--- src/rtl/vx_ram_pkg.sv ---
// Shared types and constants for the multi-port RAM and its clear engine.
package vx_ram_pkg;

   // Clear-engine states: INIT sweeps the array, READY accepts user traffic
   typedef enum logic {
      INIT  = 1'b0,
      READY = 1'b1
   } init_state_e;

   // Read-during-write behaviour selectors
   localparam int RDW_OLD = 0;
   localparam int RDW_NEW = 1;

endpackage

--- src/rtl/vx_ram_init_ctrl.sv ---
// Clear engine: walks every address once after reset or a clear request,
// handing the write port to the initialiser until the sweep completes.
module vx_ram_init_ctrl
   import vx_ram_pkg::*;
#(
   parameter int SIZE  = 16,
   parameter int ADDRW = $clog2(SIZE)
) (
   input  logic             clk,
   input  logic             reset_n,
   input  logic             clear,
   output logic             ready,
   output logic             init_we,
   output logic [ADDRW-1:0] init_addr
);

   localparam logic [ADDRW-1:0] LAST_ADDR = ADDRW'(SIZE - 1);

   init_state_e      state;
   init_state_e      state_next;
   logic [ADDRW-1:0] cnt;
   logic [ADDRW-1:0] cnt_next;

   // State and sweep counter; reset drops any sweep in progress and restarts at 0
   always_ff @(posedge clk or negedge reset_n) begin
      if (!reset_n) begin
         state <= INIT;
         cnt   <= '0;
      end else begin
         state <= state_next;
         cnt   <= cnt_next;
      end
   end

   // Next state: a clear always restarts the sweep, even one already running
   always_comb begin
      state_next = state;
      cnt_next   = cnt;
      case (state)
         INIT: begin
            if (clear) begin
               cnt_next = '0;
            end else if (cnt == LAST_ADDR) begin
               state_next = READY;
               cnt_next   = '0;
            end else begin
               cnt_next = cnt + 1'b1;
            end
         end
         READY: begin
            cnt_next = '0;
            if (clear) begin
               state_next = INIT;
            end
         end
         default: begin
            state_next = INIT;
            cnt_next   = '0;
         end
      endcase
   end

   assign ready     = (state == READY);
   assign init_we   = (state == INIT);
   assign init_addr = cnt;

endmodule

--- src/rtl/vx_mp_ram.sv ---
// Multi-port RAM: one lane-masked write port shared with the clear engine,
// NUM_RPORTS independent read ports, optional output register and
// selectable read-during-write behaviour.
module vx_mp_ram
   import vx_ram_pkg::*;
#(
   parameter int               DATAW      = 32,
   parameter int               SIZE       = 16,
   parameter int               WRENW      = 4,
   parameter int               NUM_RPORTS = 2,
   parameter int               OUT_REG    = 0,
   parameter int               RDW_MODE   = 0,
   parameter logic [DATAW-1:0] INIT_VALUE = '0,
   parameter int               ADDRW      = $clog2(SIZE)
) (
   input  logic                                 clk,
   input  logic                                 reset_n,
   input  logic                                 clear,
   output logic                                 ready,
   input  logic [WRENW-1:0]                     wren,
   input  logic [ADDRW-1:0]                     waddr,
   input  logic [DATAW-1:0]                     wdata,
   input  logic [NUM_RPORTS-1:0]                ren,
   input  logic [NUM_RPORTS-1:0][ADDRW-1:0]     raddr,
   output logic [NUM_RPORTS-1:0][DATAW-1:0]     rdata,
   output logic [NUM_RPORTS-1:0]                rvalid
);

   localparam int LW = DATAW / WRENW;

   logic                                init_we;
   logic [ADDRW-1:0]                    init_addr;
   logic                                user_accept;
   logic [WRENW-1:0]                    mem_lanes;
   logic [ADDRW-1:0]                    mem_addr;
   logic [DATAW-1:0]                    mem_data;
   logic [NUM_RPORTS-1:0]               rd_fire;
   logic [NUM_RPORTS-1:0][DATAW-1:0]    rd_word;
   logic [DATAW-1:0]                    mem [SIZE];

   vx_ram_init_ctrl #(
      .SIZE  (SIZE),
      .ADDRW (ADDRW)
   ) u_init_ctrl (
      .clk       (clk),
      .reset_n   (reset_n),
      .clear     (clear),
      .ready     (ready),
      .init_we   (init_we),
      .init_addr (init_addr)
   );

   // A user write lands only when idle, not being cleared, and in range
   assign user_accept = ready && !clear && (|wren) && (32'(waddr) < SIZE);
   assign rd_fire     = ren & {NUM_RPORTS{ready}};

   // Single write port: the clear engine owns it while sweeping
   always_comb begin
      mem_lanes = user_accept ? wren : '0;
      mem_addr  = waddr;
      mem_data  = wdata;
      if (init_we) begin
         mem_lanes = '1;
         mem_addr  = init_addr;
         mem_data  = INIT_VALUE;
      end
   end

   // Storage itself is never reset; contents come only from the clear engine
   always_ff @(posedge clk) begin
      for (int i = 0; i < WRENW; i++) begin
         if (mem_lanes[i]) begin
            mem[mem_addr][i*LW +: LW] <= mem_data[i*LW +: LW];
         end
      end
   end

   // Read muxes: out-of-range addresses read as zero; in new-data mode a
   // colliding accepted write is forwarded lane by lane
   always_comb begin
      rd_word = '0;
      for (int p = 0; p < NUM_RPORTS; p++) begin
         if (32'(raddr[p]) < SIZE) begin
            rd_word[p] = mem[raddr[p]];
            if ((RDW_MODE == RDW_NEW) && user_accept && (raddr[p] == waddr)) begin
               for (int i = 0; i < WRENW; i++) begin
                  if (wren[i]) begin
                     rd_word[p][i*LW +: LW] = wdata[i*LW +: LW];
                  end
               end
            end
         end
      end
   end

   if (OUT_REG != 0) begin : g_out_reg
      logic [NUM_RPORTS-1:0][DATAW-1:0] rdata_q;
      logic [NUM_RPORTS-1:0]            rvalid_q;

      // Registered read: data captured on an accepted read and held otherwise
      always_ff @(posedge clk or negedge reset_n) begin
         if (!reset_n) begin
            rdata_q  <= '0;
            rvalid_q <= '0;
         end else begin
            for (int p = 0; p < NUM_RPORTS; p++) begin
               if (rd_fire[p]) begin
                  rdata_q[p] <= rd_word[p];
               end
            end
            rvalid_q <= rd_fire;
         end
      end

      assign rdata  = rdata_q;
      assign rvalid = rvalid_q;
   end else begin : g_out_comb
      assign rdata  = rd_word;
      assign rvalid = rd_fire;
   end

endmodule

--- config.mk ---
export PLATFORM = sky130hd
export DESIGN_NAME = vx_mp_ram
export DESIGN_NICKNAME = d
export VERILOG_FILES = /design/src/rtl/vx_ram_pkg.sv /design/src/rtl/vx_ram_init_ctrl.sv /design/src/rtl/vx_mp_ram.sv
export SDC_FILE = /design/constraint.sdc
export NUM_CORES = 1
export LEC_CHECK = 0
export CORE_MARGIN = 5
export CORE_UTILIZATION = 55
export DETAILED_ROUTE_END_ITERATION = 10
export GPL_ROUTABILITY_DRIVEN = 0
export GPL_TIMING_DRIVEN = 0
export PLACE_DENSITY = 0.81
export SYNTH_ARGS = -nofsm -noshare
export SYNTH_HDL_FRONTEND = slang
export SYNTH_HIERARCHICAL = 1
export SYNTH_SLANG_ARGS = --single-unit
export TNS_END_PERCENT = 5
--- constraint.sdc ---
create_clock -name clk -period 2.4 [get_ports clk]
set_input_delay 0.48 -clock clk [delete_from_list [all_inputs] [get_ports clk]]
set_output_delay 0.48 -clock clk [all_outputs]
set_load 0.05 [all_outputs]
Yosys cells after proc, flatten, opt, wreduce, memory -nomap -nowiden

Memories as Yosys holds them, arrays and structs flattened.
Index checks and enable logic that the tools add are counted.
Widths: inputs -> output; s select.

Flip-flop bits (word level): 5
Latch bits: 0
RAM bits: 512
Memory bits (read-only): 0
Input port bits: 53
Output and inout port bits: 67
Memories kept: 1

Memories:

| name | words | width | rd ports | clocked after memory_dff | wr ports | line            | source |
|---|---|---|---|---|---|---|---|
| mem  | 16    | 32    | 2        | 0                        | 1        | vx_mp_ram.sv:39 | `logic [DATAW-1:0] mem [SIZE];` |

Add/subtract/negate cells: 1
Multiply operators: 0
Divide/modulo/power cells: 0
$lt $le $gt $ge: 0
Equality and inequality tests: 1
Shift operators: 0
Muxes and demuxes: 19
Bitwise gates (word level): 2
Reduce and logical (&&, ||, !) cells: 4

Operator list:

| cell                | count |
|---|---|
| $mux 32             | 1 |
| $mux 4              | 5 |
| $mux 1              | 11 |
| $pmux 4 s2          | 1 |
| $add 4x1->4 const B | 1 |
| $eq 4x4->1 const B  | 1 |
| $reduce_or 4->1     | 1 |
| $and 2x2->2         | 1 |
| $logic_and 1x1->1   | 2 |
| $pmux 1 s2          | 1 |
| $logic_not 1->1     | 1 |
| $not 1->1           | 1 |

Logic depth before layout (Yosys ltp)

Depth after elaboration: 7
Depth in mapped cells: 6

Cells and area by module

Netlist, hierarchy kept.

Modules (own cells, without submodules):

| module           | times used | cells each | area each (µm²) | seq. area each (µm²) |
|---|---|---|---|---|
| vx_mp_ram        | 1          | 1195       | 23561.3         | 15374.7 |
| vx_ram_init_ctrl | 1          | 18         | 220.2           | 125.1 |

Worst setup path after synthesis

OpenSTA, ideal clock, no wires.

Path type: reg2reg
Start: register u_init_ctrl.state, in the netlist u_init_ctrl/ready
End: memory mem[9][0] (enable)
Setup time: 383 ps
Data arrival time: 2403 ps
Required time: 2017 ps
Slack: -387 ps
Stages on the path, launching flop included: 6
Buffers on the path: 2
Clock period less this slack: 2787 ps
Cell sequence: dfrtp_1 > inv_1 > buf_2 > o32a_1 > clkbuf_1 > nor3_1

Word-level cells in the longest chain between the ends: 6
Elaborated cells between the ends (all ways): 7
Those cells by class: mux: 5; reduce/logical: 2

Ends and longest elaborated chain:

| element                         | line                   | source |
|---|---|---|
| start, declared                 | vx_ram_init_ctrl.sv:19 | `init_state_e state;` |
| start signal, assigned          | vx_ram_init_ctrl.sv:30 | `state <= state_next;` |
| $logic_and 1x1->1 (2 in series) | vx_mp_ram.sv:54        | `assign user_accept = ready && !clear && (\|wren) && (32'(waddr) < SIZE);` |
| $mux 4                          | vx_mp_ram.sv:59        | `mem_lanes = user_accept ? wren : '0;` |
| $mux 4                          | vx_mp_ram.sv:62        | `if (init_we) begin` |
| $mux 1                          | vx_mp_ram.sv:72        | `if (mem_lanes[i]) begin` |
| $mux 1 (implied by the code)    | vx_mp_ram.sv:73        | `mem[mem_addr][i*LW +: LW] <= mem_data[i*LW +: LW];` |
| end, declared                   | vx_mp_ram.sv:39        |  |

Parallel ways exist; a longest one is shown, timed or not.

==> flow_summary_export.csv <==
group,metric,value,unit
critical_path,cpPeakStageDelay,0.56,ns
global_routing,grt_pass1_vias,16100,
global_routing,grt_overflow,0,
sta,max_freq,373,MHz
place,dp.cells,1923,
sta,min_period_over_period,112,%
drt,via_per_inst,7.50,
logic_synthesis,synth-edff-count,512,
drt,wl,76.5,mm
critical_path,reg2reg_to,"mem[6][31]",
floorplanning,die-area,0.0475,mm²
global_routing,grt_max_degree,17,
cts,clock_latency,0.61,ns
logic_synthesis,synth_fp_nets,1267,
power_and_ir_drop,power,20.8,mW
critical_path,crit_slowest_cell,"mux4_2",
sta,report.final.slew_viol_count,0,
power_and_ir_drop,p_sw,5.30,mW
cts,numCtsBuffers,52,
cts,postCtsHoldBufs,0,
cts,cts_max_level,2,
logic_synthesis,async_flop_share,0.967,%
logic_synthesis,synth.cell_area,0.0238,mm²
sta,relSlewSlack,28.5,%
finish,final_cells,2048,
drt,dr.first_iter.drc_count,2497,
sta,rsz0062_at_grt,"true",
cts,cts_num_sinks,517,
sta,tightest_slew,1.07,ns
sta,finalHoldViolations,0,
finish,multi_input_area,0.00911,mm²
place,dp_hpwl,44.1,mm
finish,area_delta_synth_final,25.5,%
critical_path,path_max_fanout,2,
sta,period_needed,2.68,ns
global_routing,antenna_found_initial,1,
critical_path,crit_type,"reg -> out",
logic_synthesis,seq_area_frac_synth,65.2,%
floorplanning,start_util,55.5,%
floorplanning,fp.dieW,218,µm
flow_run,max-cap-violations,0,
power_and_ir_drop,power_density,696,mW/mm²
logic_synthesis,syn_inst,1213,
logic_synthesis,synth_ff_type,"edfxtp_1",
floorplanning,core_area,0.0429,mm²
floorplanning,die_y,218,µm
logic_synthesis,synth_common_cells,"edfxtp_1, mux4_2, a22oi_1",
logic_synthesis,ys_types,30,
power_and_ir_drop,p_leak,9.65,nW
hold_path,hp-class,"in -> async",
critical_path,reg2reg_depth,7,
finish,fillers,2438,
power_and_ir_drop,pwr-share-seq,48.9,%
logic_synthesis,synth_top_area_share,64.6,%
critical_path,cp.arrival,2.20,ns
power_and_ir_drop,peakVddDrop,0.624,mV
drt,wl_per_cell,37.4,µm
finish,ff_latch_area,0.0155,mm²
sta,fin_ws,-0.280,ns
logic_synthesis,syn_area_per_cell,19.6,µm²
critical_path,rrSetupSlack,-0.09,ns
logic_synthesis,yosys.area.top_type,"edfxtp_1",
critical_path,end_kind,"output port",
drt,drtPass1Iterations,5,
global_routing,grt_pass1_wl,110,mm
logic_synthesis,yosys_warnings,6,
drt,remaining_drc_errors,0,
outcome,violations,"setup timing",
cts,cts.path.max_buffers,3,
cts,clockRootBuffer,"clkbuf_16",
sta,skew,0.0244,ns
power_and_ir_drop,swShare,25.5,%
logic_synthesis,yosysMostFrequentCell,"edfxtp_1",
finish,antenna_cells,0,
critical_path,r2r-start,"u_init_ctrl/ready",
finish,layout.nets,1478,
sta,setup_tns,-9.85,ns
power_and_ir_drop,p_int,15.4,mW
global_routing,grtUsageTotal,32.1,%
floorplanning,ioPinCount,120,
power_and_ir_drop,clkPwrFrac,37.4,%
critical_path,crit_required,1.92,ns
power_and_ir_drop,p_comb_share,13.7,%
critical_path,worst_setup_path_start_kind,"register",
drt,drtAntennaViolNets,0,
cts,clkTransAtPathRegs,0.06,ns
cts,cts_tree,"built",
sta,setup-violations-final,119,
logic_synthesis,synthTopCellsByArea,"edfxtp_1, mux4_2, a22oi_1",
drt,vias,15400,
critical_path,crit_path_cell_trace,"mux4_2 > a22oi_2 > nand2_2 > buf_6",
outcome,status,"finished, violations left",
floorplanning,fp-row-count,76,
logic_synthesis,ys_seq_elements,517,
finish,drive_gt1_share,51.4,%
place,port-buffer-count,115,
-- state kept, by name, indices dropped and copies added (netlist names) --
signal                 flops
u_init_ctrl/init_addr      4
mem                      512
u_init_ctrl/ready          1
-- placed cells by master (no fill, tap or decap), drive strengths merged, types with 7 or more instances in the layout --
master / synthesis / layout
a21oi: 7 / 7
clkbuf: 46 / 107
edfxtp: 512 / 512
a22oi: 129 / 129
nand2: 66 / 66
inv: 6 / 7
nor2b: 38 / 38
buf: 57 / 170
clkinv: 0 / 18
clkdlybuf4s50: 0 / 45
nor3: 66 / 66
mux4: 256 / 256
-- what timing repair did --
item                       4_1_cts  5_1_grt
hold endpoints to repair         0        0
pin swaps                      105       19
gates resized for setup        793       87
buffers inserted                31        3
setup endpoints to repair     1058     1048
-- metal layers --
layer  vias to the layer above  GRT usage, %  part of all wire (%)
met3                       338          7.84                    13
met5                         -             0                 0.024
li1                       5683             -                     -
met2                      1591          52.5                    49
met1                      7745          40.3                    31
met4                         2          16.6                   6.6
-- power groups by stage --
| stage | Combinational, mW | Clock, mW | Sequential [mW] |
|---|---|---|---|
| global route | 2.92 | 8.12 | 10.1 |
| CTS | 2.71 | 7.66 | 10.1 |
| detailed placement | 2.37 | 0 | 10.3 |
| global placement | 2.32 | 0 | 10.3 |
| floorplan | 1.55 | 0 | 10.3 |
| finish | 2.85 | 7.77 | 10.1 |
-- worst max path at each step --
stage,startpoint,end,depth (start not counted)
after floorplan,u_init_ctrl/ready,mem[9][24],5
after global placement,raddr[7],rdata[48],7
after detailed placement,raddr[3],rdata[16],7
after CTS,mem[2][26],rdata[26],4
after global routing,raddr[1],rdata[31],6
final,mem[3][20],rdata[52],4
-- per-stage QoR --
stage          hold slack (ns)  worst slack (ns)  utilization, %  instance area, µm²
2_1_floorplan            0.184           -0.0448               -               23800
3_3_place_gp             0.510             -1.61            60.0               25700
3_5_place_dp             0.534             -1.67            60.6               26000
4_1_cts                 0.0971            -0.204            68.8               29500
5_1_grt                  0.137            -0.278            69.6               29800
6_report                 0.118            -0.280            69.6               29800
-- critical path, delay by kind of cell (launching register included) --
kind / cells / cell delay, ns
AOI/OAI and AO/OA: 1 / 0.31
and+or+nand+nor: 1 / 0.12
DFF: 1 / 0.44
muxes: 1 / 0.56
buffers and inverters: 1 / 0.17
-- area by class of cell --
class | instances | share of cell area, %
Inverter | 6 | 0.0755
Sequential cell | 517 | 52.0
Tap cell | 585 | 2.45
Clock buffer | 70 | 4.79
Timing Repair Buffer | 159 | 6.25
Multi-Input combinational cell | 587 | 30.5
Clock inverter | 23 | 0.482
Buffer | 101 | 3.46
-- kinds of logic (layout without fill, tap and decap cells) --
| family | Yosys count | in the layout | share of synthesized area, % |
|---|---|---|---|
| flops | 517 | 517 | 65.2 |
| mux | 256 | 256 | 24.2 |
| simple gates | 185 | 185 | 3.79 |
| compound gates | 144 | 144 | 4.52 |
| buf+inv | 109 | 359 | 2.17 |
| fa+ha+maj | 1 | 1 | 0.0526 |
| xor+xnor | 1 | 1 | 0.0368 |
Power figures use the tool's default switching activity.
